## src/rtl/dram_pkg.sv

```systemverilog
// Shared command/state encodings and default DRAM timing constants.
// Latency: n/a (types and constants only).
// Backpressure: n/a.
package dram_pkg;

  typedef enum logic [2:0] {
    CMD_NOP = 3'd0,
    CMD_ACT = 3'd1,
    CMD_RD  = 3'd2,
    CMD_WR  = 3'd3,
    CMD_PRE = 3'd4,
    CMD_REF = 3'd5
  } cmd_t;

  typedef enum logic [2:0] {
    ST_IDLE  = 3'd0,
    ST_ACT_W = 3'd1,
    ST_RD_W  = 3'd2,
    ST_WR_W  = 3'd3,
    ST_PRE_W = 3'd4,
    ST_REF_W = 3'd5
  } timing_state_t;

  localparam int T_RCD_D     = 4;
  localparam int T_CL_D      = 3;
  localparam int T_CWL_D     = 2;
  localparam int T_WR_D      = 3;
  localparam int T_RP_D      = 4;
  localparam int T_RFC_D     = 12;
  localparam int T_REFI_D    = 100;
  localparam int BURST_LEN_D = 4;
  localparam int CNT_W_D     = 8;

endpackage

```

## src/rtl/timing_signals_if.sv

```systemverilog
// Timing handshake between the DRAM timing controller and the command FSM.
// Latency: n/a (wiring only).
// Backpressure: none; all signals are one-way strobes/levels from the timing controller.
interface timing_signals_if;

  logic tACT_done;
  logic tWR_done;
  logic tRD_done;
  logic tPRE_done;
  logic tREF_done;
  logic rf_req;
  logic wr_en;
  logic rd_en;
  logic clear;

  modport timing_ctrl (
    output tACT_done, tWR_done, tRD_done, tPRE_done, tREF_done,
    output rf_req, wr_en, rd_en, clear
  );

  modport cmd_fsm (
    input tACT_done, tWR_done, tRD_done, tPRE_done, tREF_done,
    input rf_req, wr_en, rd_en, clear
  );

endinterface

```

## src/rtl/refresh_timer.sv

```systemverilog
// Free-running tREFI counter raising a sticky refresh request and an overdue pulse.
// Latency: rf_req rises one cycle after the counter wraps; clears one cycle after a REF accept.
// Backpressure: none; the request is advisory and never stalls other commands.
module refresh_timer #(
  parameter int T_REFI = dram_pkg::T_REFI_D
) (
  input  logic CLK,
  input  logic nRST,
  input  logic ref_accept_i,
  output logic rf_req_o,
  output logic rf_overdue_o
);

  localparam int RW = (T_REFI > 1) ? $clog2(T_REFI) : 1;

  logic [RW-1:0] ref_cnt_q, ref_cnt_d;
  logic          rf_req_q, rf_req_d;
  logic          overdue_q, overdue_d;
  logic          wrap;

  // Next-state: wrap the interval counter; a fresh wrap outranks a same-cycle REF accept.
  always_comb begin
    wrap      = (ref_cnt_q == RW'(T_REFI - 1));
    ref_cnt_d = wrap ? '0 : ref_cnt_q + RW'(1);
    rf_req_d  = rf_req_q;
    overdue_d = 1'b0;
    if (wrap) begin
      rf_req_d  = 1'b1;
      // A REF accepted on the wrap cycle services the old request, so it is not overdue.
      overdue_d = rf_req_q && !ref_accept_i;
    end else if (ref_accept_i) begin
      rf_req_d  = 1'b0;
    end
  end

  // State registers; reset restarts the interval from zero.
  always_ff @(posedge CLK or negedge nRST) begin
    if (!nRST) begin
      ref_cnt_q <= '0;
      rf_req_q  <= 1'b0;
      overdue_q <= 1'b0;
    end else begin
      ref_cnt_q <= ref_cnt_d;
      rf_req_q  <= rf_req_d;
      overdue_q <= overdue_d;
    end
  end

  assign rf_req_o     = rf_req_q;
  assign rf_overdue_o = overdue_q;

endmodule

```

## src/rtl/dram_timing_ctrl.sv

```systemverilog
// DRAM command timing: counts per-command delays, opens rd/wr burst windows, pulses *_done.
// Latency: command accepted in cycle k completes in cycle k+delay; idle again at k+delay+1.
// Backpressure: ready low while a command is timing; strobes while busy are dropped with cmd_err.
module dram_timing_ctrl
  import dram_pkg::*;
#(
  parameter int T_RCD     = T_RCD_D,
  parameter int T_CL      = T_CL_D,
  parameter int T_CWL     = T_CWL_D,
  parameter int T_WR      = T_WR_D,
  parameter int T_RP      = T_RP_D,
  parameter int T_RFC     = T_RFC_D,
  parameter int T_REFI    = T_REFI_D,
  parameter int BURST_LEN = BURST_LEN_D,
  parameter int CNT_W     = CNT_W_D
) (
  input  logic                    CLK,
  input  logic                    nRST,
  input  logic                    cmd_valid,
  input  cmd_t                    cmd,
  output logic                    ready,
  output logic                    cmd_err,
  output logic                    rf_overdue,
  timing_signals_if.timing_ctrl   tif
);

  // Counter load values: the down-counter hits zero on the completion cycle.
  localparam logic [CNT_W-1:0] LD_ACT = CNT_W'(T_RCD - 1);
  localparam logic [CNT_W-1:0] LD_RD  = CNT_W'(T_CL + BURST_LEN - 1);
  localparam logic [CNT_W-1:0] LD_WR  = CNT_W'(T_CWL + BURST_LEN + T_WR - 1);
  localparam logic [CNT_W-1:0] LD_PRE = CNT_W'(T_RP - 1);
  localparam logic [CNT_W-1:0] LD_REF = CNT_W'(T_RFC - 1);
  // Burst windows expressed as remaining-count ranges.
  localparam logic [CNT_W-1:0] RD_LO  = CNT_W'(1);
  localparam logic [CNT_W-1:0] RD_HI  = CNT_W'(BURST_LEN);
  localparam logic [CNT_W-1:0] WR_LO  = CNT_W'(T_WR + 1);
  localparam logic [CNT_W-1:0] WR_HI  = CNT_W'(T_WR + BURST_LEN);

  timing_state_t    state_q, state_d;
  logic [CNT_W-1:0] cnt_q, cnt_d;
  logic             ready_q, ready_d;
  logic             err_q, err_d;
  logic             act_done_q, act_done_d;
  logic             rd_done_q, rd_done_d;
  logic             wr_done_q, wr_done_d;
  logic             pre_done_q, pre_done_d;
  logic             ref_done_q, ref_done_d;
  logic             rd_en_q, rd_en_d;
  logic             wr_en_q, wr_en_d;
  logic             clear_q, clear_d;
  logic             accept;
  logic             ref_accept;
  logic             rf_req_w;
  logic             rf_overdue_w;

  // Next-state and next-output decode: outputs are computed from the next state so they register cleanly.
  always_comb begin
    state_d = state_q;
    cnt_d   = cnt_q;
    accept  = cmd_valid && (state_q == ST_IDLE) && (cmd != CMD_NOP);
    if (state_q == ST_IDLE) begin
      if (accept) begin
        case (cmd)
          CMD_ACT: begin state_d = ST_ACT_W; cnt_d = LD_ACT; end
          CMD_RD:  begin state_d = ST_RD_W;  cnt_d = LD_RD;  end
          CMD_WR:  begin state_d = ST_WR_W;  cnt_d = LD_WR;  end
          CMD_PRE: begin state_d = ST_PRE_W; cnt_d = LD_PRE; end
          CMD_REF: begin state_d = ST_REF_W; cnt_d = LD_REF; end
          default: ;
        endcase
      end
    end else if (cnt_q == '0) begin
      state_d = ST_IDLE;
    end else begin
      cnt_d = cnt_q - CNT_W'(1);
    end
    ref_accept = accept && (cmd == CMD_REF);
    ready_d    = (state_d == ST_IDLE);
    err_d      = cmd_valid && (state_q != ST_IDLE);
    act_done_d = (state_d == ST_ACT_W) && (cnt_d == '0);
    rd_done_d  = (state_d == ST_RD_W)  && (cnt_d == '0);
    wr_done_d  = (state_d == ST_WR_W)  && (cnt_d == '0);
    pre_done_d = (state_d == ST_PRE_W) && (cnt_d == '0);
    ref_done_d = (state_d == ST_REF_W) && (cnt_d == '0);
    rd_en_d    = (state_d == ST_RD_W) && (cnt_d >= RD_LO) && (cnt_d <= RD_HI);
    wr_en_d    = (state_d == ST_WR_W) && (cnt_d >= WR_LO) && (cnt_d <= WR_HI);
    clear_d    = act_done_d | rd_done_d | wr_done_d | pre_done_d | ref_done_d;
  end

  // FSM state, counter and registered outputs; reset drops the data windows immediately.
  always_ff @(posedge CLK or negedge nRST) begin
    if (!nRST) begin
      state_q    <= ST_IDLE;
      cnt_q      <= '0;
      ready_q    <= 1'b1;
      err_q      <= 1'b0;
      act_done_q <= 1'b0;
      rd_done_q  <= 1'b0;
      wr_done_q  <= 1'b0;
      pre_done_q <= 1'b0;
      ref_done_q <= 1'b0;
      rd_en_q    <= 1'b0;
      wr_en_q    <= 1'b0;
      clear_q    <= 1'b0;
    end else begin
      state_q    <= state_d;
      cnt_q      <= cnt_d;
      ready_q    <= ready_d;
      err_q      <= err_d;
      act_done_q <= act_done_d;
      rd_done_q  <= rd_done_d;
      wr_done_q  <= wr_done_d;
      pre_done_q <= pre_done_d;
      ref_done_q <= ref_done_d;
      rd_en_q    <= rd_en_d;
      wr_en_q    <= wr_en_d;
      clear_q    <= clear_d;
    end
  end

  refresh_timer #(
    .T_REFI (T_REFI)
  ) u_refresh_timer (
    .CLK          (CLK),
    .nRST         (nRST),
    .ref_accept_i (ref_accept),
    .rf_req_o     (rf_req_w),
    .rf_overdue_o (rf_overdue_w)
  );

  assign ready         = ready_q;
  assign cmd_err       = err_q;
  assign rf_overdue    = rf_overdue_w;
  assign tif.tACT_done = act_done_q;
  assign tif.tRD_done  = rd_done_q;
  assign tif.tWR_done  = wr_done_q;
  assign tif.tPRE_done = pre_done_q;
  assign tif.tREF_done = ref_done_q;
  assign tif.rd_en     = rd_en_q;
  assign tif.wr_en     = wr_en_q;
  assign tif.clear     = clear_q;
  assign tif.rf_req    = rf_req_w;

endmodule
```

## src/flat_wrapper.sv

```systemverilog
// flat-port wrapper written by rule: the top's interface ports become plain ports
module dram_timing_ctrl_flat import dram_pkg::*;
#(
  parameter int T_RCD     = T_RCD_D,
  parameter int T_CL      = T_CL_D,
  parameter int T_CWL     = T_CWL_D,
  parameter int T_WR      = T_WR_D,
  parameter int T_RP      = T_RP_D,
  parameter int T_RFC     = T_RFC_D,
  parameter int T_REFI    = T_REFI_D,
  parameter int BURST_LEN = BURST_LEN_D,
  parameter int CNT_W     = CNT_W_D
)
  (CLK, nRST, cmd_valid, cmd, ready, cmd_err, rf_overdue, tif_tACT_done, tif_tWR_done, tif_tRD_done, tif_tPRE_done, tif_tREF_done, tif_rf_req, tif_wr_en, tif_rd_en, tif_clear);
  timing_signals_if tif_i ();
  input  logic CLK;
  input  logic nRST;
  input  logic cmd_valid;
  input  cmd_t cmd;
  output logic ready;
  output logic cmd_err;
  output logic rf_overdue;
  output wire logic [$bits(tif_i.tACT_done)-1:0] tif_tACT_done;
  output wire logic [$bits(tif_i.tWR_done)-1:0] tif_tWR_done;
  output wire logic [$bits(tif_i.tRD_done)-1:0] tif_tRD_done;
  output wire logic [$bits(tif_i.tPRE_done)-1:0] tif_tPRE_done;
  output wire logic [$bits(tif_i.tREF_done)-1:0] tif_tREF_done;
  output wire logic [$bits(tif_i.rf_req)-1:0] tif_rf_req;
  output wire logic [$bits(tif_i.wr_en)-1:0] tif_wr_en;
  output wire logic [$bits(tif_i.rd_en)-1:0] tif_rd_en;
  output wire logic [$bits(tif_i.clear)-1:0] tif_clear;
  assign tif_tACT_done = tif_i.tACT_done;
  assign tif_tWR_done = tif_i.tWR_done;
  assign tif_tRD_done = tif_i.tRD_done;
  assign tif_tPRE_done = tif_i.tPRE_done;
  assign tif_tREF_done = tif_i.tREF_done;
  assign tif_rf_req = tif_i.rf_req;
  assign tif_wr_en = tif_i.wr_en;
  assign tif_rd_en = tif_i.rd_en;
  assign tif_clear = tif_i.clear;
  dram_timing_ctrl #(.T_RCD(T_RCD), .T_CL(T_CL), .T_CWL(T_CWL), .T_WR(T_WR), .T_RP(T_RP), .T_RFC(T_RFC), .T_REFI(T_REFI), .BURST_LEN(BURST_LEN), .CNT_W(CNT_W)) u_core (.CLK(CLK), .nRST(nRST), .cmd_valid(cmd_valid), .cmd(cmd), .ready(ready), .cmd_err(cmd_err), .rf_overdue(rf_overdue), .tif(tif_i));
endmodule
```

## config.mk

```make
export PLATFORM = sky130hd
export DESIGN_NAME = dram_timing_ctrl_flat
export DESIGN_NICKNAME = d
export VERILOG_FILES = /design/src/rtl/dram_pkg.sv /design/src/rtl/timing_signals_if.sv /design/src/rtl/refresh_timer.sv /design/src/rtl/dram_timing_ctrl.sv /design/src/flat_wrapper.sv
export SDC_FILE = /design/constraint.sdc
export NUM_CORES = 1
export LEC_CHECK = 0
export BUFFER_PORTS_ARGS = -buffer_cell sky130_fd_sc_hd__buf_2
export CORE_MARGIN = 2
export CORE_UTILIZATION = 57
export DETAILED_ROUTE_END_ITERATION = 10
export MAX_ROUTING_LAYER = met4
export PLACE_DENSITY = 0.78
export SLEW_MARGIN = 10
export SYNTH_ARGS = -nofsm -noshare
export SYNTH_HDL_FRONTEND = slang
export SYNTH_SLANG_ARGS = --single-unit
```

## constraint.sdc

```tcl
create_clock -name CLK -period 3 [get_ports CLK]
set_clock_uncertainty 0.2 [all_clocks]
set_input_delay 0.45 -clock CLK [delete_from_list [all_inputs] [get_ports CLK]]
set_output_delay 0.45 -clock CLK [all_outputs]
set_load 0.05 [all_outputs]
```

==> run_results.csv <==
group,metric,value,unit
run_status,status,"completed",
route,drt_iter0_markers,107,
hold_path,hp-class,"flip-flop to flip-flop",
timing,hold_viol_final,0,
logic_synthesis,postSynthNetCount,178,
route,vias_per_cell,6.18,
power,p_comb_frac,0.509,
floorplanning,initial_utilization,0.596,
logic_synthesis,netlist_instances,169,
cells_and_area,area_delta_synth_final,12.2,%
cells_and_area,layout.nets,201,
logic_synthesis,ys_ff_latch,30,
timing,rsz0062_at_grt,"false",
setup_path,start_kind,"flip-flop",
cells_and_area,fin_cells,224,
floorplanning,core,2760,um2
clock_network,clock-sinks,30,
power,seqPwrFrac,0.349,
setup_path,path_cells,"inv_1 > ha_1 > or3b_4 > o311a_1 > a211o_1 > or4b_4 > nor4_1",
route,wirelength,3.56,mm
grt,grtUsageTotal,0.250,
timing,setup_tns,0,ns
cells_and_area,drive_gt1_frac,0.202,
setup_path,cp.required,3.02,ns
power,intPower,0.936,mW
timing,tightest_slew,0.900,ns
logic_synthesis,syn_avg_cell_area,9.73,um2
cells_and_area,diodes,0,
place,io_buffers,17,
timing,finalSetupViolations,0,
clock_network,clk_pin_slew_worst_paths,0.10,ns
route,ant_nets,0,
clock_network,cts_root_buf,"clkbuf_4",
timing,timing.slew.headroom,0.400,
setup_path,crit_type,"flip-flop to flip-flop",
timing,max_clock_freq,348,MHz
logic_synthesis,yosysMostFrequentCell,"dfrtp_1",
cells_and_area,finish.utilization,0.669,
timing,drv_slew,0,
logic_synthesis,synth_area,1640,um2
setup_path,rrSetupSlack,0.13,ns
power,powerDensity,934,nW/um2
route,dr_total_vias,1384,
logic_synthesis,synth_edf_count,0,
timing,layout_setup_ws,0.127,ns
route,first_pass_iters,4,
floorplanning,die_w,57.7,um
logic_synthesis,synth_area_leaders,"dfrtp_1 (44%), nand3_1 (3.7%), nor4_1 (3.4%), o21ai_0 (3.0%), nand2_1 (2.5%)",
setup_path,endpoint_kind,"flip-flop",
setup_path,crit_family,"simple AND/OR/NAND/NOR gates",
grt,grt_pass1_wl,5.98,mm
timing,fin_crit_sh,0.958,
place,place_ws,0.0520,ns
grt,grt_start_max_net_pins,31,
power,clockPowerShare,0.143,
setup_path,path_max_fanout,8,
route,drcViolationCount,0,
setup_path,arrival,2.89,ns
setup_path,cp_num_buf_inv,1,
logic_synthesis,async_reset_ff_frac,1.00,
place,routabilityCongestion,0.890,
clock_network,cts-buffers-inserted,5,
route,routedWlPerCell,15.9,um
floorplanning,io_pins,18,
clock_network,cts_tree,"done",
power,swShare,0.457,
place,place_hpwl,2.63,mm
setup_path,slowest_stage,"or4b_4",
logic_synthesis,synth_top_area_frac,0.441,
floorplanning,dieArea,3330,um2
floorplanning,rows,19,
timing,fin_crit,2.87,ns
power,p_switching,0.787,mW
grt,antenna_found_initial,0,
power,leakagePower,0.823,nW
clock_network,clk_path_buf_depth,2,
logic_synthesis,yosysTopAreaCell,"dfrtp_1",
logic_synthesis,ys_types,48,
logic_synthesis,synth_warnings,0,
floorplanning,die_h,57.7,um
logic_synthesis,ys_seq_area_frac,0.457,
flow_run,max_cap_viol_count,0,
logic_synthesis,synthTopCellsByCount,"dfrtp_1 (29), nand3_1 (12), nand2_1 (11), inv_1 (10), o21ai_0 (10)",
grt,grt_pass1_vias,1324,
power,peakVddDrop,764,uV
clock_network,ctsHtreeMaxLevel,2,
setup_path,max_stage_delay,0.62,ns
grt,grt-ovfl-total,0,
place,placedCellCount,214,
logic_synthesis,synth_ff_type,"dfrtp_1",
clock_network,insertion_delay,0.32,ns
## worst register-to-register path: stages (launching register included)
cell and delay, ns:
dfrtp_1 0.40, inv_1 0.10, ha_1 0.20, or3b_4 0.42, o311a_1 0.29, a211o_1 0.25
or4b_4 0.62, nor4_1 0.29
## timing repair
item / in CTS / in global routing
hold endpoints to repair: 29 / 0
endpoints found under the setup margin: 0 / 8
buffers inserted: 0 / 1
resized for setup: 0 / 1
hold buffers: 1 / 0
## kinds of logic (layout without fill, tap and decap cells)
kind of cell,Yosys count,after routing,share of synthesized area
and+or+nand+nor,77,77,0.276
AOI/OAI and AO/OA,34,34,0.156
DFF,30,30,0.457
buffers and inverters,19,43,0.0533
adders and majority gates,3,3,0.0228
xor gates and xnor gates,3,3,0.0160
muxes,3,3,0.0183
## per-layer routing
| metal | GRT usage | up-vias | share of wire | wire length (um) |
|---|---|---|---|---|
| met5 | - | - | 0 | 0 |
| met4 | 0.0963 | 0 | 0.0087 | 31 |
| met3 | 0.0714 | 2 | 0.044 | 156 |
| met2 | 0.404 | 29 | 0.51 | 1800 |
| met1 | 0.297 | 679 | 0.44 | 1570 |
| li1 | - | 674 | - | - |
## per-stage QoR
stage	hold slack (ns)	area [um2]	power (mW)
3_5_place_dp	0.253	1760	1.44
4_1_cts	0.259	1830	1.69
5_1_grt	0.254	1840	1.84
3_3_place_gp	0.239	1760	1.41
6_report	0.262	1840	1.72
2_1_floorplan	-0.0456	1640	1.26
## final timing paths
path	endpoint	depth (start not counted)	from
worst max register to register	u_core.tif.tWR_done$_DFF_PN0_	7	u_core.cnt_q[1]$_DFF_PN0_
min in group asynchronous	u_core.tif.tREF_done$_DFF_PN0_	2	nRST
max in group asynchronous	u_core.u_refresh_timer.ref_cnt_q[0]$_DFF_PN0_	2	nRST
worst max-delay path	u_core.tif.tWR_done$_DFF_PN0_	7	u_core.cnt_q[1]$_DFF_PN0_
worst min-delay path	u_core.u_refresh_timer.ref_cnt_q[0]$_DFF_PN0_	1	u_core.u_refresh_timer.ref_cnt_q[0]$_DFF_PN0_
worst min register to register	u_core.u_refresh_timer.ref_cnt_q[0]$_DFF_PN0_	1	u_core.u_refresh_timer.ref_cnt_q[0]$_DFF_PN0_
## power by group through the flow
stage | Clock [mW] | Combinational (mW) | Sequential, mW
2_1_floorplan | 0 | 0.635 | 0.622
3_3_place_gp | 0 | 0.806 | 0.602
3_5_place_dp | 0 | 0.830 | 0.606
4_1_cts | 0.248 | 0.843 | 0.598
5_1_grt | 0.274 | 0.956 | 0.615
6_report | 0.246 | 0.876 | 0.601
## flip-flops by register name, summed over array words and instances (netlist names)
signal                               cells
u_core.tif.tREF_done                     1
u_core.u_refresh_timer.rf_req_o          1
u_core.tif.tACT_done                     1
u_core.tif.tWR_done                      1
u_core.u_refresh_timer.ref_cnt_q         7
u_core.state_q                           3
u_core.u_refresh_timer.rf_overdue_o      1
u_core.tif.tRD_done                      1
u_core.cmd_err                           1
u_core.ready                             1
u_core.cnt_q                             8
u_core.tif.clear                         1
u_core.tif.wr_en                         1
u_core.tif.rd_en                         1
u_core.tif.tPRE_done                     1
## cell usage in the layout, fill, tap and decap left out, drive strengths merged, types with 5 or more instances in the layout
master / instances
dfrtp: 29
nand3: 12
clkbuf: 7
buf: 24
inv: 10
and2: 5
o21ai: 11
a21oi: 5
nand2: 11
nor4: 9
nor2: 9
nand4: 5
## layout make-up
cell class | instances | area [um2]
timing repair buffer | 25 | 148
tap | 31 | 38.8
sequential | 30 | 752
clock buffer | 7 | 55.1
multi-input combinational | 120 | 808
inverter | 10 | 37.5
fill | 221 | 913
clock inverter | 1 | 5.00
Power figures use the tool's default switching activity.
